<file path="src/rtl/seg7_pkg.sv">
// Shared types and active-low segment patterns for the 7-segment scan block.
// Segment order is {g,f,e,d,c,b,a}; a 0 lights the segment.
package seg7_pkg;

  typedef logic [1:0] digit_idx_t;
  typedef logic [6:0] seg7_t;

  localparam seg7_t SEG_0    = 7'b1000000;
  localparam seg7_t SEG_1    = 7'b1111001;
  localparam seg7_t SEG_2    = 7'b0100100;
  localparam seg7_t SEG_3    = 7'b0110000;
  localparam seg7_t SEG_4    = 7'b0011001;
  localparam seg7_t SEG_5    = 7'b0010010;
  localparam seg7_t SEG_6    = 7'b0000010;
  localparam seg7_t SEG_7    = 7'b1111000;
  localparam seg7_t SEG_8    = 7'b0000000;
  localparam seg7_t SEG_9    = 7'b0010000;
  localparam seg7_t SEG_DASH = 7'b0111111;
  localparam seg7_t SEG_OFF  = 7'b1111111;

endpackage

</file>
<file path="src/rtl/bcd_to_seg7.sv">
// Combinational BCD to active-low 7-segment decoder; non-BCD codes show a dash.
module bcd_to_seg7
  import seg7_pkg::*;
(
  input  logic [3:0] bcd,
  output seg7_t      seg
);

  // Table lookup; 10..15 fall through to the dash pattern.
  always_comb begin
    seg = SEG_DASH;
    case (bcd)
      4'd0:    seg = SEG_0;
      4'd1:    seg = SEG_1;
      4'd2:    seg = SEG_2;
      4'd3:    seg = SEG_3;
      4'd4:    seg = SEG_4;
      4'd5:    seg = SEG_5;
      4'd6:    seg = SEG_6;
      4'd7:    seg = SEG_7;
      4'd8:    seg = SEG_8;
      4'd9:    seg = SEG_9;
      default: seg = SEG_DASH;
    endcase
  end

endmodule

</file>
<file path="src/rtl/seven_seg_scan.sv">
// Four-digit common-anode multiplexed display driver (HH.MM) with per-slot
// anti-ghost blanking, frame-coherent snapshot, leading-zero blanking and a
// blinking colon on the idx 2 decimal point. All outputs are registered.
module seven_seg_scan
  import seg7_pkg::*;
#(
  parameter int unsigned REFRESH_DIV = 25000,
  parameter int unsigned BLANK_CYC   = 250,
  parameter int unsigned BLINK_DIV   = 50000
) (
  input  logic       clk,
  input  logic       reset,
  input  logic [3:0] hora_d,
  input  logic [3:0] hora_u,
  input  logic [3:0] min_d,
  input  logic [3:0] min_u,
  input  logic       blank_lz,
  output logic [3:0] an,
  output seg7_t      seg,
  output logic       dp
);

  localparam int unsigned CntW  = (REFRESH_DIV > 1) ? $clog2(REFRESH_DIV) : 1;
  localparam int unsigned BcntW = (BLINK_DIV > 1) ? $clog2(BLINK_DIV) : 1;

  localparam logic [CntW-1:0]  CntMax   = CntW'(REFRESH_DIV - 1);
  localparam logic [CntW-1:0]  BlankLim = CntW'(BLANK_CYC);
  localparam logic [BcntW-1:0] BcntMax  = BcntW'(BLINK_DIV - 1);

  logic [CntW-1:0]  cnt_q;
  logic [BcntW-1:0] bcnt_q;
  digit_idx_t       idx_q;
  logic             blink_q;
  // Snapshot indexed like idx: [0]=min_u, [1]=min_d, [2]=hora_u, [3]=hora_d.
  logic [3:0][3:0]  snap_q;

  logic       tick;
  logic       blanked;
  logic [3:0] cur_digit;
  seg7_t      seg_d;
  logic [3:0] an_d;
  logic       dp_d;

  // Slot tick, current digit select and visibility decision.
  always_comb begin
    tick      = (cnt_q == CntMax);
    cur_digit = snap_q[idx_q];
    blanked   = (cnt_q < BlankLim) ||
                ((idx_q == 2'd3) && blank_lz && (snap_q[3] == 4'd0));
    an_d      = blanked ? 4'b1111 : ~(4'b0001 << idx_q);
    dp_d      = ~((idx_q == 2'd2) && blink_q && !blanked);
  end

  bcd_to_seg7 u_dec (
    .bcd (cur_digit),
    .seg (seg_d)
  );

  // Refresh counter and digit index; index wraps naturally at 2 bits.
  always_ff @(posedge clk or posedge reset) begin
    if (reset) begin
      cnt_q <= '0;
      idx_q <= '0;
    end else if (tick) begin
      cnt_q <= '0;
      idx_q <= idx_q + 2'd1;
    end else begin
      cnt_q <= cnt_q + 1'b1;
    end
  end

  // Free-running colon blink divider, independent of the scan.
  always_ff @(posedge clk or posedge reset) begin
    if (reset) begin
      bcnt_q  <= '0;
      blink_q <= 1'b0;
    end else if (bcnt_q == BcntMax) begin
      bcnt_q  <= '0;
      blink_q <= ~blink_q;
    end else begin
      bcnt_q <= bcnt_q + 1'b1;
    end
  end

  // Capture all four digits together as the scan wraps to idx 0 (no tearing).
  always_ff @(posedge clk or posedge reset) begin
    if (reset) begin
      snap_q <= '0;
    end else if (tick && (idx_q == 2'd3)) begin
      snap_q <= {hora_d, hora_u, min_d, min_u};
    end
  end

  // Output registers; seg is driven even while the anode is blanked.
  always_ff @(posedge clk or posedge reset) begin
    if (reset) begin
      an  <= 4'b1111;
      seg <= SEG_OFF;
      dp  <= 1'b1;
    end else begin
      an  <= an_d;
      seg <= seg_d;
      dp  <= dp_d;
    end
  end

endmodule
</file>
<file path="config.mk">
export PLATFORM = sky130hd
export DESIGN_NAME = seven_seg_scan
export DESIGN_NICKNAME = d
export VERILOG_FILES = /design/src/rtl/seg7_pkg.sv /design/src/rtl/bcd_to_seg7.sv /design/src/rtl/seven_seg_scan.sv
export SDC_FILE = /design/constraint.sdc
export NUM_CORES = 1
export LEC_CHECK = 0
export CAP_MARGIN = 10
export CELL_PAD_IN_SITES_DETAIL_PLACEMENT = 1
export CELL_PAD_IN_SITES_GLOBAL_PLACEMENT = 1
export CORE_ASPECT_RATIO = 0.75
export CORE_MARGIN = 8
export CORE_UTILIZATION = 45
export CTS_CLUSTER_SIZE = 10
export DETAILED_ROUTE_END_ITERATION = 10
export PLACE_DENSITY_LB_ADDON = 0.1
export SLEW_MARGIN = 30
export SYNTH_ARGS = -nofsm -noshare
export SYNTH_HDL_FRONTEND = slang
export SYNTH_SLANG_ARGS = --single-unit
</file>
<file path="constraint.sdc">
create_clock -name clk -period 3.3 [get_ports clk]
set_clock_uncertainty 0.15 [all_clocks]
set_input_delay 0.99 -clock clk [delete_from_list [all_inputs] [get_ports clk]]
set_output_delay 0.99 -clock clk [all_outputs]
set_load 0.02 [all_outputs]
</file>
==> run metrics, run 1 <==
Global Route Usage Sum 14.53%; Worst EP arrival 1.49 ns; routed vias/inst 5.393; std cell rows 25; port bufs 30; die height 85.99 um; Area Growth Syn to Fin 20.99%; vias in the first global route 2,144; RSZ-0062 raised after global routing false; dpl hpwl 4.355 mm; syn nets 274; P_leak 1.539 nW; final setup TNS 0 ns; Synth Flop Type dfrtp_1; fmax 0.3808 GHz; status finished, final reports clean; die footprint 9400 sq um; Die W 109.3 um; delay-heaviest family, CP buffers and inverters; Critical Path RT 2.16 ns; Slowest-stage cell, CP clkdlybuf4s50_1; Final ANT Viol Nets 0; mean post-synth cell area 12.05 sq um; Post-synth EDFFs 0; I/O pin cnt 31; total core area 6319 sq um; H-tree level count 3; crit-path cells clkdlybuf4s50_1; Final Critical Period 2.626 ns; Mapped Area 2939 sq um; Tcrit/Tclk final 79.57%; max-cap violations 0; # hold bufs at CTS 0; # resized after CTS 0; r2r setup slk 0.98 ns; diode count 0; PwrDens 461.0 nW/um^2; dpl cell area 3333 sq um; Worst Tran Pin Value 0.4891 ns; clock buffer depth 2; CTS tree built; grt ovf 0; Ys Warns 0; Hold Violations, Final 0; DRC 0; final WL 6.121 mm; final net count 310; postcts setup bufs 0; Yosys cell types 40; routability cong. 0.7489; commonest non-fill, non-tap cell in the layout dfrtp_1; peak supply drop 0.2723 mV; WP buf/inv 1; wire length per cell 16.72 um; Initial Util 46.51%; layout cells sized above 1 20.35%; Root Buffer clkbuf_8; via count 1,974; Worst setup EP type output pin; CP Launch Type register; TritonRoute pass-1 iters 4; largest net degree at the start of global routing 63; final setup fails 0; max incr delay on CP 0.60 ns; synth top area cells dfrtp_1 (43%), dfstp_2 (11%), mux2_4 (5.1%), ha_1 (4.7%), xnor2_1 (3.9%); CTS Buf Count 9; # fillers 660; async set-reset flop share out of synthesis 100.0%; Detailed Route Iter0 Violations 41; Clock Latency Late Sink 0.35 ns; Hold Path Class register to register; top cell type's share of synthesized area 42.57%; Yosys reg bits 62; clock transition at the registers of the reported paths 0.07 ns; clk sink count 62; max-slew violations 0; global-route wire length before repair 10.57 mm; Seq/Total Area, Yosys 53.30%; most frequent cells in the layout dfrtp_1 (50), clkdlybuf4s50_1 (30), nand2_1 (23); initial antenna violation count 0; Slew HR 67.28%; crit path max fanout 1; Post-Synthesis Cells 244; area leader, netlist dfrtp_1; crit path kind register to output pin; final instance area 3556 sq um
## path summary, 6_finish.rpt
kind,endpoint,depth (start not counted),start
setup reg to reg,snap_q[15],4,cnt_q[9]
setup / recovery,an[0],1,an[0]
max in group asynchronous,an[3],3,reset
min in group asynchronous,bcnt_q[3],3,reset
hold reg to reg,cnt_q[0],1,cnt_q[0]
hold / removal,cnt_q[0],1,cnt_q[0]
## cell usage after synthesis (2+ instances only)
cell and n:
a21oi_1 5, a22oi_1 2, and3_1 3, and4_1 6
clkbuf_1 5, dfrtp_1 50, dfstp_2 12, ha_1 11
inv_1 6, mux2_2 7, mux2_4 10, mux2i_1 3
mux4_2 5, nand2_1 23, nand3_1 12, nand4_1 7
nor2_1 21, nor3_1 4, nor4b_1 2, nor4bb_1 2
o21ai_0 7, or2_2 2, or3_1 2, xnor2_1 13
xor2_1 9
## registers in the layout (all words and copies together), names as in the netlist
signal,flops
bcnt_q,16
snap_q,16
cnt_q,15
seg,7
an,4
idx_q,2
blink_q,1
dp,1
## logic make-up after synthesis
family	count (synthesis)	synth area share [%]
buf+inv	13	1.958
mux	25	12.64
compound gates	17	3.406
flops	62	53.30
xor+xnor	22	6.556
fa+ha+maj	11	4.683
simple gates	94	17.46
## cell type report
cell class,count,area (sq um),area share [%]
multi-input combinational,169,1315,36.98
clock inverter,6,85.08,2.393
clock buffer,10,137.6,3.871
tap,81,101.3,2.850
timing repair buffer,32,327.8,9.219
inverter,6,22.52,0.6334
sequential,62,1567,44.05
## per-layer routing
layer  GRT usage (%)  vias to the layer above  part of all wire (%)
met3           5.468                        8                   3.8
met1           18.57                     1007                    49
li1                -                      933                     -
met2           21.97                       26                    46
met5               0                        -                     0
met4           4.890                        0                   1.3
## metrics by stage
stage | setup slack (ns) | hold slack, ns | power, mW | instances | util [%]
4_1_cts | 0.6520 | 0.3169 | 1.663 | 366 | 56.28
6_report | 0.6742 | 0.3132 | 1.639 | 366 | 56.28
3_5_place_dp | 0.9515 | 0.3091 | 0.9101 | 350 | 52.75
2_1_floorplan | 0.6385 | 0.2701 | 0.8572 | 244 | -
5_1_grt | 0.6272 | 0.3517 | 1.712 | 366 | 56.28
3_3_place_gp | 0.9947 | 0.2946 | 0.9071 | 350 | 52.75
## power breakdown
part / total, mW / switching, mW / internal [mW]
clock network: 0.746 / 0.303 / 0.443
logic: 0.102 / 0.0466 / 0.0554
registers: 0.791 / 0.00912 / 0.782
Note: power is estimated with default switching activity, not from simulation.
==> inputs of run 2 (changes only) <==
- CORE_UTILIZATION: 45 -> 41
- clock period: 3.3 -> 2.1 ns (I/O delays scaled with it)
==> run 2 against run 1 <==
  * Clock power grew 80%
  * Critical path depth rose by 4
  * Combinational power grew 58%
  * Via count increased by 1.6%
  * Total power grew 67%
  * Worst setup slack got worse by 0.61 ns
  * Critical path type is now register to register
  * Largest cell class unchanged
==> run metrics, run 2 (synthesized netlist as in run 1, its figures left out) <==
total power 2.745 mW; routability cong. 0.7620; routed vias/inst 5.091; Worst setup EP type register; die height 89.33 um; P_leak 1.625 nW; RSZ-0062 raised after global routing true; most frequent cells in the layout dfrtp_1 (49), nand2_1 (23), nor2_1 (21); status finished, final reports clean; PwrDens 739.1 nW/um^2; Die W 113.8 um; final instance area 3715 sq um; final setup TNS 0 ns; largest registers bcnt_q (16), snap_q (16), cnt_q (15); Clock Latency Late Sink 0.33 ns; std cell rows 26; final setup fails 0; diode count 0; CTS Buf Count 9; crit path kind register to register; initial antenna violation count 0; Critical Path RT 2.17 ns; TritonRoute pass-1 iters 4; Area Growth Syn to Fin 26.39%; Global Route Usage Sum 14.69%; wire length per cell 16.60 um; die footprint 10,160 sq um; dpl hpwl 4.671 mm; port bufs 30; final net count 322; final WL 6.539 mm; Hold Violations, Final 0; Met3 Wirelength 245 um; dpl cell area 3473 sq um; Tcrit/Tclk final 97.14%; Worst Tran Pin Value 0.4386 ns; via count 2,006; commonest non-fill, non-tap cell in the layout dfrtp_1; Slew HR 70.76%; worst hold margin 0.2854 ns; I/O pin cnt 31; Detailed Route Iter0 Violations 56; Root Buffer clkbuf_8; DRC 0; clock buffer depth 2; met2 WL 2.951 mm; Final ANT Viol Nets 0; Top Metal Used met4; vias in the first global route 2,149; Hold Path Class register to register; total core area 6864 sq um; post-placement setup slack 0.03066 ns; grt ovf 0; crit path max fanout 16; clock transition at the registers of the reported paths 0.07 ns; Final Critical Period 2.040 ns; largest net degree at the start of global routing 29; WL met1 3.272 mm; CP Launch Type register; layout cells sized above 1 23.65%; Initial Util 42.82%; max-cap violations 0; peak supply drop 0.3050 mV; postcts setup bufs 0; PnR worst setup slack 0.06008 ns; global-route wire length before repair 11.45 mm; CTS tree built; Worst EP arrival 2.11 ns; H-tree level count 3; clk sink count 62; max-slew violations 0; # hold bufs at CTS 0; fmax 0.4902 GHz
==> run 2: cell type report <==
class | instances | area [sq um]
inverter | 6 | 26.28
sequential | 62 | 1568
timing repair buffer | 44 | 427.9
fill | 733 | 3149
tap | 98 | 122.6
multi-input combinational | 169 | 1315
clock inverter | 3 | 90.09
clock buffer | 12 | 165.2
==> run 2: layer usage <==
layer | vias to the layer above | track usage, %
li1 | 954 | -
met1 | 1019 | 19.30
met2 | 26 | 22.17
met3 | 7 | 4.791
met4 | 0 | 5.422
met5 | - | 0
==> run 2: critical path: stages (launching register included) <==
cell and delay, ns:
dfrtp_1 0.39, or4_4 0.56, nor4_4 0.26, nand2_2 0.10, buf_12 0.17, mux2_4 0.30
==> run 2: power breakdown <==
group / switching (mW) / internal, mW
clock network: 0.459 / 0.880
registers: 0.0157 / 1.23
logic: 0.0775 / 0.0838
==> run 2: final timing paths <==
path,startpoint,to,slack [ns],depth (start not counted)
min in group asynchronous,reset,bcnt_q[9],0.44,2
min reg2reg,blink_q,dp,0.29,1
max reg2reg,cnt_q[12],snap_q[12],0.06,5
min,blink_q,dp,0.29,1
max in group asynchronous,reset,an[3],0.87,3
max,cnt_q[12],snap_q[12],0.06,5
==> run 2: stage by stage <==
| stage | utilization (%) | std cells |
|---|---|---|
| 2_1_floorplan | - | 244 |
| 3_3_place_gp | 50.60 | 379 |
| 3_5_place_dp | 50.60 | 379 |
| 4_1_cts | 54.12 | 394 |
| 5_1_grt | 54.12 | 394 |
| 6_report | 54.12 | 394 |
==> run 2: what timing repair did <==
item / in CTS / in global routing
gates resized for setup: 13 / 0
endpoints found under the hold margin: 0 / 0
setup endpoints to repair: 13 / 13
